## config.mk

```make
export PLATFORM = sky130hd
export DESIGN_NAME = ripple_count_tracker
export DESIGN_NICKNAME = d
export VERILOG_FILES = /design/src/rtl/ripple_count_tracker.sv
export SDC_FILE = /design/constraint.sdc
export NUM_CORES = 1
export LEC_CHECK = 0
export ABC_AREA = 1
export ABC_CLOCK_PERIOD_IN_PS = 3700
export BUFFER_PORTS_ARGS = -buffer_cell sky130_fd_sc_hd__clkbuf_2
export CAP_MARGIN = 40
export CORE_MARGIN = 2
export CORE_UTILIZATION = 56
export CTS_CLUSTER_SIZE = 12
export DETAILED_ROUTE_END_ITERATION = 10
export PLACE_DENSITY = 0.83
export SYNTH_ARGS = -nofsm -noshare
export SYNTH_HDL_FRONTEND = slang
export SYNTH_SLANG_ARGS = --single-unit
```

## constraint.sdc

```tcl
create_clock -name clk -period 3.7 [get_ports clk]
set_clock_uncertainty 0.2 [all_clocks]
set_input_delay 0.37 -clock clk [delete_from_list [all_inputs] [get_ports clk]]
set_output_delay 0.37 -clock clk [all_outputs]
set_load 0.005 [all_outputs]
```

## src/rtl/ripple_count_tracker.sv

```systemverilog
// Synchronises a free-running ripple counter into the clk domain and extends it to a
// wide position, flagging illegal jumps and counting steps that disagree with dir.
module ripple_count_tracker #(
    parameter int W   = 4,
    parameter int EXT = 8,
    parameter int MW  = 8
) (
    input  logic               clk,
    input  logic               rst,
    input  logic [W-1:0]       q_in,
    input  logic               dir_in,
    input  logic               clr_err,
    output logic [EXT+W-1:0]   pos,
    output logic               valid,
    output logic               wrap_up,
    output logic               wrap_dn,
    output logic               err,
    output logic [MW-1:0]      mism_cnt
);

    localparam logic [1:0]     S_INIT  = 2'd0;
    localparam logic [1:0]     S_TRACK = 2'd1;
    localparam logic [1:0]     S_ERR   = 2'd2;
    localparam logic [W-1:0]   Q_ONE   = {{(W-1){1'b0}}, 1'b1};
    localparam logic [W-1:0]   Q_MAX   = {W{1'b1}};
    localparam logic [W-1:0]   Q_ZERO  = {W{1'b0}};
    localparam logic [EXT-1:0] E_ONE   = {{(EXT-1){1'b0}}, 1'b1};
    localparam logic [MW-1:0]  M_ONE   = {{(MW-1){1'b0}}, 1'b1};
    localparam logic [MW-1:0]  M_MAX   = {MW{1'b1}};

    logic [W-1:0]   r_s0_q;
    logic [W-1:0]   r_s1_q;
    logic           r_s0_dir;
    logic           r_s1_dir;
    logic [1:0]     r_state;
    logic [1:0]     r_fill;
    logic [W-1:0]   r_last;
    logic [EXT-1:0] r_ext;

    logic [W-1:0]   w_delta;
    logic           w_step_up;
    logic           w_step_dn;
    logic           w_mism_step;
    logic [MW-1:0]  w_mism_inc;

    assign w_delta     = r_s1_q - r_last;
    assign w_step_up   = (w_delta == Q_ONE);
    assign w_step_dn   = (w_delta == Q_MAX);
    assign w_mism_step = (w_step_up && !r_s1_dir) || (w_step_dn && r_s1_dir);
    assign w_mism_inc  = (mism_cnt == M_MAX) ? mism_cnt : (mism_cnt + M_ONE);
    assign pos         = {r_ext, r_last};

    // Two-flop synchroniser; only the second stage is ever consumed.
    always_ff @(posedge clk or posedge rst) begin
        if (rst) begin
            r_s0_q   <= Q_ZERO;
            r_s1_q   <= Q_ZERO;
            r_s0_dir <= 1'b0;
            r_s1_dir <= 1'b0;
        end else begin
            r_s0_q   <= q_in;
            r_s1_q   <= r_s0_q;
            r_s0_dir <= dir_in;
            r_s1_dir <= r_s0_dir;
        end
    end

    // Tracker state machine: acquisition, step tracking with wrap extension, error hold.
    always_ff @(posedge clk or posedge rst) begin
        if (rst) begin
            r_state  <= S_INIT;
            r_fill   <= 2'd0;
            r_last   <= Q_ZERO;
            r_ext    <= {EXT{1'b0}};
            valid    <= 1'b0;
            wrap_up  <= 1'b0;
            wrap_dn  <= 1'b0;
            err      <= 1'b0;
            mism_cnt <= {MW{1'b0}};
        end else begin
            wrap_up <= 1'b0;
            wrap_dn <= 1'b0;
            case (r_state)
                S_INIT: begin
                    if (r_fill == 2'd2) begin
                        r_last  <= r_s1_q;
                        r_ext   <= {EXT{1'b0}};
                        valid   <= 1'b1;
                        r_fill  <= 2'd0;
                        r_state <= S_TRACK;
                    end else begin
                        r_fill <= r_fill + 2'd1;
                    end
                end
                S_TRACK: begin
                    if (w_step_up) begin
                        r_last <= r_s1_q;
                        if (r_last == Q_MAX) begin
                            r_ext   <= r_ext + E_ONE;
                            wrap_up <= 1'b1;
                        end
                    end else if (w_step_dn) begin
                        r_last <= r_s1_q;
                        if (r_last == Q_ZERO) begin
                            r_ext   <= r_ext - E_ONE;
                            wrap_dn <= 1'b1;
                        end
                    end else if (w_delta != Q_ZERO) begin
                        // pos stays at the last good value while the error is held
                        err     <= 1'b1;
                        valid   <= 1'b0;
                        r_state <= S_ERR;
                    end
                    if (clr_err) begin
                        mism_cnt <= {MW{1'b0}};
                    end else if (w_mism_step) begin
                        mism_cnt <= w_mism_inc;
                    end
                end
                S_ERR: begin
                    if (clr_err) begin
                        err      <= 1'b0;
                        mism_cnt <= {MW{1'b0}};
                        r_ext    <= {EXT{1'b0}};
                        r_last   <= Q_ZERO;
                        r_fill   <= 2'd0;
                        r_state  <= S_INIT;
                    end
                end
                default: begin
                    r_state <= S_INIT;
                    r_fill  <= 2'd0;
                    r_last  <= Q_ZERO;
                    r_ext   <= {EXT{1'b0}};
                    valid   <= 1'b0;
                end
            endcase
        end
    end

endmodule

```

==> Implementation_results.wiki, run 1 <==
{| class="wikitable"
! Metric !! Value
|-
| CP Cell Sequence || ha_1, inv_1, fa_1, nor2_1, nand3_4, ha_1, a21oi_1, nor2_1, a211oi_1, nand3_1, nand3_1, nand2_1
|-
| Dominant combinational cell family by area after synthesis || simple AND/OR/NAND/NOR gates
|-
| Data required time at the worst endpoint || 3.68 ns
|-
| Weighted congestion at the end of routability-driven global placement || 0.803
|-
| Fin Setup TNS || 0 ns
|-
| Starting DRT DRC Count || 52
|-
| Total number of vias || approximately 1.7k
|-
| Placeable Area || 3610 sq um
|-
| Leakage power of the design || around 1.3 nW
|-
| Y dimension of the die || between 60 and 70 um
|-
| Total global routing overflow || 0
|-
| Pin count of the biggest net entering global routing || 39
|-
| Fraction of synthesized area in multiplexers || 0%
|-
| Period utilisation layout || between 80% and 90%
|-
| ANT cells || 0
|-
| Fraction of synthesized cell area in xor and xnor cells || 2.92%
|-
| Number of iterations in the first detailed-routing pass || 4
|-
| Maximum clock rate || 0.322 GHz
|-
| CP delay by family, top || adder cells
|-
| Max Fanout on Critical Path || 13
|-
| # setup viols final || 0
|-
| Area added between synthesis and finish || 18.7%
|-
| Remaining max-slew budget at the tightest pin || 68.1%
|-
| Die area || about 4200 sq um
|-
| Top library cells by usage in the layout, fill and taps aside || 63 x sky130_fd_sc_hd__nand2_1, 38 x sky130_fd_sc_hd__dfrtp_1, 32 x sky130_fd_sc_hd__inv_1, 31 x sky130_fd_sc_hd__clkbuf_2, 22 x sky130_fd_sc_hd__nand3_1
|-
| Net switching power of the design || around 0.86 mW
|-
| Worst Reg2Reg Path Length in Cells || 12
|-
| Buffer type at the clock tree root || sky130_fd_sc_hd__clkbuf_8
|-
| Simple logic cell fraction of the synthesized area || 27.6%
|-
| Count of different cell masters after synthesis || 34
|-
| Total stage count of the critical path || 12
|-
| Power Total || about 1.9 mW
|-
| Hold depth || 0
|-
| Number of remaining DRC errors || 0
|-
| Non-Filler Instances || 341
|-
| Sw frac || 44.3%
|-
| Number of ports placed on the die boundary || 32
|-
| Average wire per cell in the routed design || 11.3 um
|-
| Power per unit of standard cell area || 795 nW/um^2
|-
| Clock tree from TritonCTS || yes
|-
| Transition time at the pin with the least slew margin || 0.478 ns
|-
| Final layout net count || 311
|-
| Rows || 22
|-
| Total count of hold-check failures in the final report || 0
|-
| Arrival time of the worst setup path || 3.08 ns
|-
| TritonCTS buffer count || 5
|-
| H-tree depth reported by CTS || 2
|-
| Part of the total power dissipated in combinational logic || 50.3%
|-
| Post-synthesis net count || 267
|-
| Mapped Area || 2060 sq um
|-
| Total of buffers placed on input and output ports || 31
|-
| Clock latency on the worst-skew pair || 0.30 ns
|-
| Share of synthesized cell area in full adder, half adder and majority cells || under 10%
|-
| Worst Setup Start Kind || flop
|-
| Synthesized netlist cell count || 248
|-
| Placed instance count || 327
|-
| Cell-internal power || between 1 and 1.5 mW
|-
| Sequential element share of the synthesized area || 46.2%
|-
| Clock sinks || 38
|-
| Fraction of power consumed by sequential logic || 31.5%
|-
| Critical path buffer and inverter count || 1
|-
| Number of routed nets with antenna violations || 0
|-
| Unrepaired setup endpoints after global routing || false
|-
| DRT Wirelength || 3850 um
|-
| Share of final-layout standard cells stronger than drive strength 1 || 19.5%
|-
| Global-route usage over all layers || approximately a fifth
|-
| Starting density of the core || 57.1%
|-
| Slowest stage cell, crit path || sky130_fd_sc_hd__fa_1
|-
| Post-detailed-placement half-perimeter wirelength || 2880 um
|-
| Worst vdd ir || 0.378 mV
|-
| Clock transition at path regs || 0.08 ns
|-
| Time the worst path needs with I/O delays and setup || around 3.1 ns
|-
| Max-Cap Viols || 0
|-
| Synthesis-stage register bit count || 38
|-
| Vias in the first global route || 1522
|-
| Number of warnings issued by yosys || 0
|-
| Status || complete, no violations
|-
| Critical path endpoint category || flop
|-
| Most common library cell in the layout ignoring fill and taps || sky130_fd_sc_hd__nand2_1
|-
| Post-synthesis compound-gate area fraction || 9.05%
|-
| Number of antenna violations at the first check in global routing || 0
|-
| Tightest Hold Check Type || flop to flop
|-
| Vias per cell || 5.02
|-
| Post-Syn Area per Cell || 8.30 sq um
|-
| Clock network fraction of design power || 18.2%
|-
| Max clock buf depth || 2
|-
| Number of fillers in the final layout || 303
|-
| Worst Setup Path Type || flop to flop
|-
| Max incr delay on CP || between 0.4 and 0.5 ns
|-
| DIE WIDTH || 64.6 um
|-
| Wire length of the first global-routing pass || between 6000 and 7000 um
|-
| Max-slew violation count || 0
|}
[per-layer routing]
metal	share of wire, %	wire length [um]	track usage [%]
met1	47	1800	27.2
met2	48	1860	33.7
met3	3.8	147	4.17
met4	0.96	37	8.78
met5	0	0	0
[worst paths after layout]
kind | from | end | slack, ns
min in group asynchronous | rst | r_last[2] | 0.51
setup reg to reg | r_last[0] | r_ext[7] | 0.60
setup / recovery | r_last[0] | r_ext[7] | 0.60
hold reg to reg | r_s0_q[1] | r_s1_q[1] | 0.15
hold / removal | r_s0_q[1] | r_s1_q[1] | 0.15
max in group asynchronous | rst | wrap_up | 2.45
[cell type report]
| cell class | instances | area (sq um) | share of cell area, % |
|---|---|---|---|
| repair buffers | 38 | 223 | 9.11 |
| inverters | 35 | 136 | 5.58 |
| multi-input cells | 174 | 961 | 39.3 |
| clock inverters | 3 | 45.0 | 1.84 |
| flip-flops and latches | 38 | 951 | 38.9 |
| clock buffers | 5 | 68.8 | 2.81 |
| well taps | 48 | 60.1 | 2.46 |
[power groups by stage]
stage	Clock (mW)	Combinational (mW)	Sequential, mW
floorplan	0	0.751	0.611
global placement	0	0.948	0.615
detailed placement	0	0.976	0.620
CTS	0.363	0.986	0.613
global route	0.381	1.14	0.629
finish	0.353	0.978	0.612
[cells by family (layout without fill, tap and decap cells)]
group                    count (synthesis)  after routing
AO/OA/AOI/OAI                           34             34
XOR/XNOR                                 6              6
adder cells (fa/ha/maj)                 11             11
buffers and inverters                   36             81
flip-flops                              38             38
AND/OR/NAND/NOR                        123            123
[synthesized netlist by cell type (all sizes together)]
cell    number  area share (%)
a211oi       2            0.73
a21oi        7             1.7
a22oi        1            0.36
a31oi        2            0.61
buf          1            0.55
clkinv       1            0.43
dfrtp       38              46
fa           1            0.97
ha          10             6.1
inv         34             6.2
nand2       67              13
nand3       24             6.7
nand3b       1            0.36
nand4        2            0.61
nor2        19             3.9
nor3         4             1.2
nor3b        1            0.36
nor4         1            0.30
o21ai       21             5.3
o31ai        1            0.36
or2          3            0.91
or3          1            0.30
xnor2        1            0.79
xor2         5             2.1
[repair_timing]
item,in CTS,in global routing
setup buffers,0,0
hold buffers,6,0
resized for setup,0,0
endpoints found under the hold margin,43,0
[flip-flops by register name (all words and copies together) (netlist names), 2 cells and up]
name      cells
r_ext         8
mism_cnt      8
r_state       2
r_s0_q        4
r_fill        2
r_last        4
r_s1_q        4
[worst reg2reg max path, stage by stage (launching register included)]
cell and delay (ns):
sky130_fd_sc_hd__dfrtp_1 0.43, sky130_fd_sc_hd__ha_1 0.21, sky130_fd_sc_hd__inv_1 0.08, sky130_fd_sc_hd__fa_1 0.45
sky130_fd_sc_hd__nor2_1 0.24, sky130_fd_sc_hd__nand3_4 0.19, sky130_fd_sc_hd__ha_1 0.39, sky130_fd_sc_hd__a21oi_1 0.26
sky130_fd_sc_hd__nor2_1 0.07, sky130_fd_sc_hd__a211oi_1 0.24, sky130_fd_sc_hd__nand3_1 0.11, sky130_fd_sc_hd__nand3_1 0.09
sky130_fd_sc_hd__nand2_1 0.05
[through the flow]
| stage | utilization, % | area, sq um | worst slack, ns | hold WS, ns |
|---|---|---|---|---|
| floorplan | - | 2060 | 0.816 | 0.131 |
| global route | 67.8 | 2440 | 0.338 | 0.161 |
| global placement | 63.0 | 2270 | 0.722 | 0.131 |
| finish | 67.8 | 2440 | 0.597 | 0.150 |
| detailed placement | 63.0 | 2270 | 0.612 | 0.135 |
| CTS | 67.8 | 2440 | 0.595 | 0.153 |
No activity file was read; power rests on OpenSTA's default activity.
==> run 2, diff against run 1 <==
ABC_CLOCK_PERIOD_IN_PS = 2600   (was 3700)
CORE_UTILIZATION = 51   (was 56)
PLACE_DENSITY = 0.8   (was 0.83)
clock period = 2.6 ns   (was 3.7 ns; I/O delays follow)
==> run 2 against run 1 <==
The run now ends with negative setup slack left; clock power grew 22%; combinational power grew 130%; worst hold slack lost 0.037 ns; routed wire length grew 31%; flip-flop and latch count is the same; register-to-register slack lost 0.70 ns; utilization grew 5.1 points; cell area grew 18%; critical path type unchanged; largest power group unchanged.
==> Implementation_results.wiki, run 2 (synthesized netlist as in run 1, its figures left out) <==
{| class="wikitable"
! Metric !! Value
|-
| Crit path setup slack, layout || -0.108 ns (-0.705 ns)
|-
| Max Fanout on Critical Path || 5 (-8)
|-
| Status || finished with violations
|-
| Part of the total power dissipated in combinational logic || 62.8% (+13 points)
|-
| Share of final-layout standard cells stronger than drive strength 1 || 38.6% (+19 points)
|-
| Critical path endpoint category || flop
|-
| Maximum clock rate || 0.369 GHz (+15%)
|-
| Regs by FF count || mism_cnt x8, r_ext x8
|-
| Leakage power of the design || 1.45 nW (+13%)
|-
| Max incr delay on CP || 0.45 ns (about the same)
|-
| Number of antenna violations at the first check in global routing || 0 (unchanged)
|-
| Most common library cell in the layout ignoring fill and taps || sky130_fd_sc_hd__nand2_1
|-
| Data required time at the worst endpoint || 2.59 ns (-1.09 ns)
|-
| Tightest Hold Check Type || primary input to flop
|-
| Cell mode on critical path || sky130_fd_sc_hd__nand2_1
|-
| Starting DRT DRC Count || 72 (+38%)
|-
| DRT Wirelength || 5040 um (+31%)
|-
| Non-Filler Instances || 371 (+8.8%)
|-
| DIE WIDTH || 67.5 um (+4.5%)
|-
| Net switching power of the design || 1.59 mW (+84%)
|-
| Number of remaining DRC errors || 0 (unchanged)
|-
| Number of ports placed on the die boundary || 32 (unchanged)
|-
| Power per unit of standard cell area || 1230 nW/um^2 (+54%)
|-
| CP Cell Sequence || ha_4, inv_4, fa_2, nor2_4, nand3_4, ha_4, inv_1, nor3_1, nand2_1, nand2_1, nand2_1, nand2_2, o21ai_2
|-
| Worst slack at placement || -0.100 ns (-0.712 ns)
|-
| Total global routing overflow || 0 (unchanged)
|-
| Number of fillers in the final layout || 301 (-0.66%)
|-
| Worst vdd ir || 0.710 mV (+88%)
|-
| Remaining max-slew budget at the tightest pin || 64.4% (-3.8 points)
|-
| Placeable Area || 3940 sq um (+9.3%)
|-
| Buffer type at the clock tree root || sky130_fd_sc_hd__clkbuf_8
|-
| Total number of vias || 1953 (+14%)
|-
| Die area || 4560 sq um (+9.2%)
|-
| Wire length of the first global-routing pass || 7470 um (+12%)
|-
| Top library cells by usage in the layout, fill and taps aside || 46 x sky130_fd_sc_hd__nand2_1, 38 x sky130_fd_sc_hd__dfrtp_1, 31 x sky130_fd_sc_hd__clkbuf_2, 29 x sky130_fd_sc_hd__inv_1, 23 x sky130_fd_sc_hd__buf_4
|-
| Weighted congestion at the end of routability-driven global placement || 0.816 (+1.7%)
|-
| Clock tree from TritonCTS || yes
|-
| Sw frac || 44.9% (+0.69 points)
|-
| Average wire per cell in the routed design || 13.6 um (+21%)
|-
| Number of iterations in the first detailed-routing pass || 4 (unchanged)
|-
| Global-route usage over all layers || 22.1% (+1.3 points)
|-
| Clock sinks || 38 (unchanged)
|-
| Max-slew violation count || 0 (unchanged)
|-
| Time the worst path needs with I/O delays and setup || 2.71 ns (-0.395 ns)
|-
| Unrepaired setup endpoints after global routing || true
|-
| Vias per cell || 5.26 (+4.9%)
|-
| Violations in the final reports || negative setup slack
|-
| Fraction of power consumed by sequential logic || 25.0% (-6.5 points)
|-
| Total of buffers placed on input and output ports || 31 (unchanged)
|-
| Rows || 23 (+4.5%)
|-
| Clock network fraction of design power || 12.2% (-6.0 points)
|-
| # setup viols final || 13 (+13)
|-
| Arrival time of the worst setup path || 2.70 ns (-0.38 ns)
|-
| CP delay by family, top || adder cells
|-
| Period utilisation layout || 104% (+20 points)
|-
| Register area || 951 sq um (unchanged)
|-
| Cell-internal power || 1.94 mW (+79%)
|-
| Post-detailed-placement half-perimeter wirelength || 3260 um (+13%)
|-
| Max clock buf depth || 2 (unchanged)
|-
| H-tree depth reported by CTS || 2 (unchanged)
|-
| Clock transition at path regs || 0.08 ns (about the same)
|-
| Slowest stage cell, crit path || sky130_fd_sc_hd__fa_2
|-
| Placed instance count || 347 (+6.1%)
|-
| Final layout net count || 339 (+9.0%)
|-
| Vias in the first global route || 1728 (+14%)
|-
| Cell area after layout || 2870 sq um (+18%)
|-
| TritonCTS buffer count || 5 (unchanged)
|-
| Placed cell areas || 2490 sq um (+9.6%)
|-
| Y dimension of the die || 67.5 um (+4.5%)
|-
| Worst Setup Start Kind || flop
|-
| Area added between synthesis and finish || 39.6%
|-
| Clock latency on the worst-skew pair || 0.30 ns (about the same)
|-
| Total count of hold-check failures in the final report || 0 (unchanged)
|-
| Worst Setup Path Type || flop to flop
|-
| Final-layout worst hold slack || 0.114 ns (-0.0367 ns)
|-
| Critical path buffer and inverter count || 2 (+1)
|-
| Fin Setup TNS || -0.552 ns (-0.552 ns)
|-
| ANT cells || 0 (unchanged)
|-
| Max-Cap Viols || 0 (unchanged)
|-
| Pin count of the biggest net entering global routing || 39 (unchanged)
|-
| Starting density of the core || 52.2% (-4.9 points)
|-
| Multi-input gate area || 1190 sq um (+24%)
|-
| Transition time at the pin with the least slew margin || 0.534 ns (+0.0563 ns)
|-
| Number of routed nets with antenna violations || 0 (unchanged)
|}
run 2: changes by cell type in the layout (fill, tap and decap cells not counted), sizes merged:
cell,previous run,this run
buf,1,27
bufinv,1,0
clkbuf,36,37
clkinv,1,2
clkinvlp,2,1
nand2,67,68
nand3,24,25
run 2: stage by stage:
step                      util, %  power [mW]
after CTS                    68.2        3.15
after global routing         72.9        3.80
after detailed placement     63.2        2.63
after global placement       63.2        2.56
final                        72.9        3.53
after floorplan                 -        2.06
run 2: worst paths after layout:
kind | startpoint | to | slack [ns] | cells after the start
worst max-delay path | r_last[0] | r_ext[6] | -0.11 | 13
max in group asynchronous | rst | r_last[3] | 1.46 | 4
min in group asynchronous | rst | r_ext[3] | 0.40 | 4
worst max register to register | r_last[0] | r_ext[6] | -0.11 | 13
worst min register to register | r_s0_q[0] | r_s1_q[0] | 0.15 | 0
worst min-delay path | clr_err | mism_cnt[7] | 0.11 | 4
run 2: timing repair:
| item | in CTS | in global routing |
|---|---|---|
| setup endpoints to repair | 8 | 20 |
| gates resized for setup | 6 | 39 |
| endpoints found under the hold margin | 43 | 0 |
| gates cloned | 1 | 1 |
| hold buffers | 6 | 0 |
| pin swaps | 5 | 9 |
| setup buffers | 2 | 6 |
run 2: tightest hold or removal path: cells and delay by family:
family | cells | cell delay [ns]
compound gates | 1 | 0.06
buf+inv | 1 | 0.13
simple gates | 2 | 0.13
run 2: power groups by stage:
stage / Combinational, mW / Sequential, mW / Clock [mW]
2_1_floorplan: 1.18 / 0.878 / 0
3_3_place_gp: 1.69 / 0.870 / 0
3_5_place_dp: 1.75 / 0.879 / 0
4_1_cts: 1.85 / 0.866 / 0.436
5_1_grt: 2.44 / 0.897 / 0.463
6_report: 2.22 / 0.881 / 0.431
run 2: routing by layer:
layer | up-vias | GRT usage, % | share of wire, %
met5 | - | 0 | 0
met4 | 0 | 9.69 | 2.7
met3 | 17 | 4.67 | 3.9
met2 | 60 | 38.2 | 52
met1 | 927 | 26.2 | 42
li1 | 949 | - | -
run 2: final cells by class:
cell class	count	area share (%)
Inverter	35	5.01
Timing Repair Buffer	64	15.1
Clock buffer	6	2.87
Sequential cell	38	33.1
Multi-Input combinational cell	176	41.4
Tap cell	50	2.18
Clock inverter	2	0.435
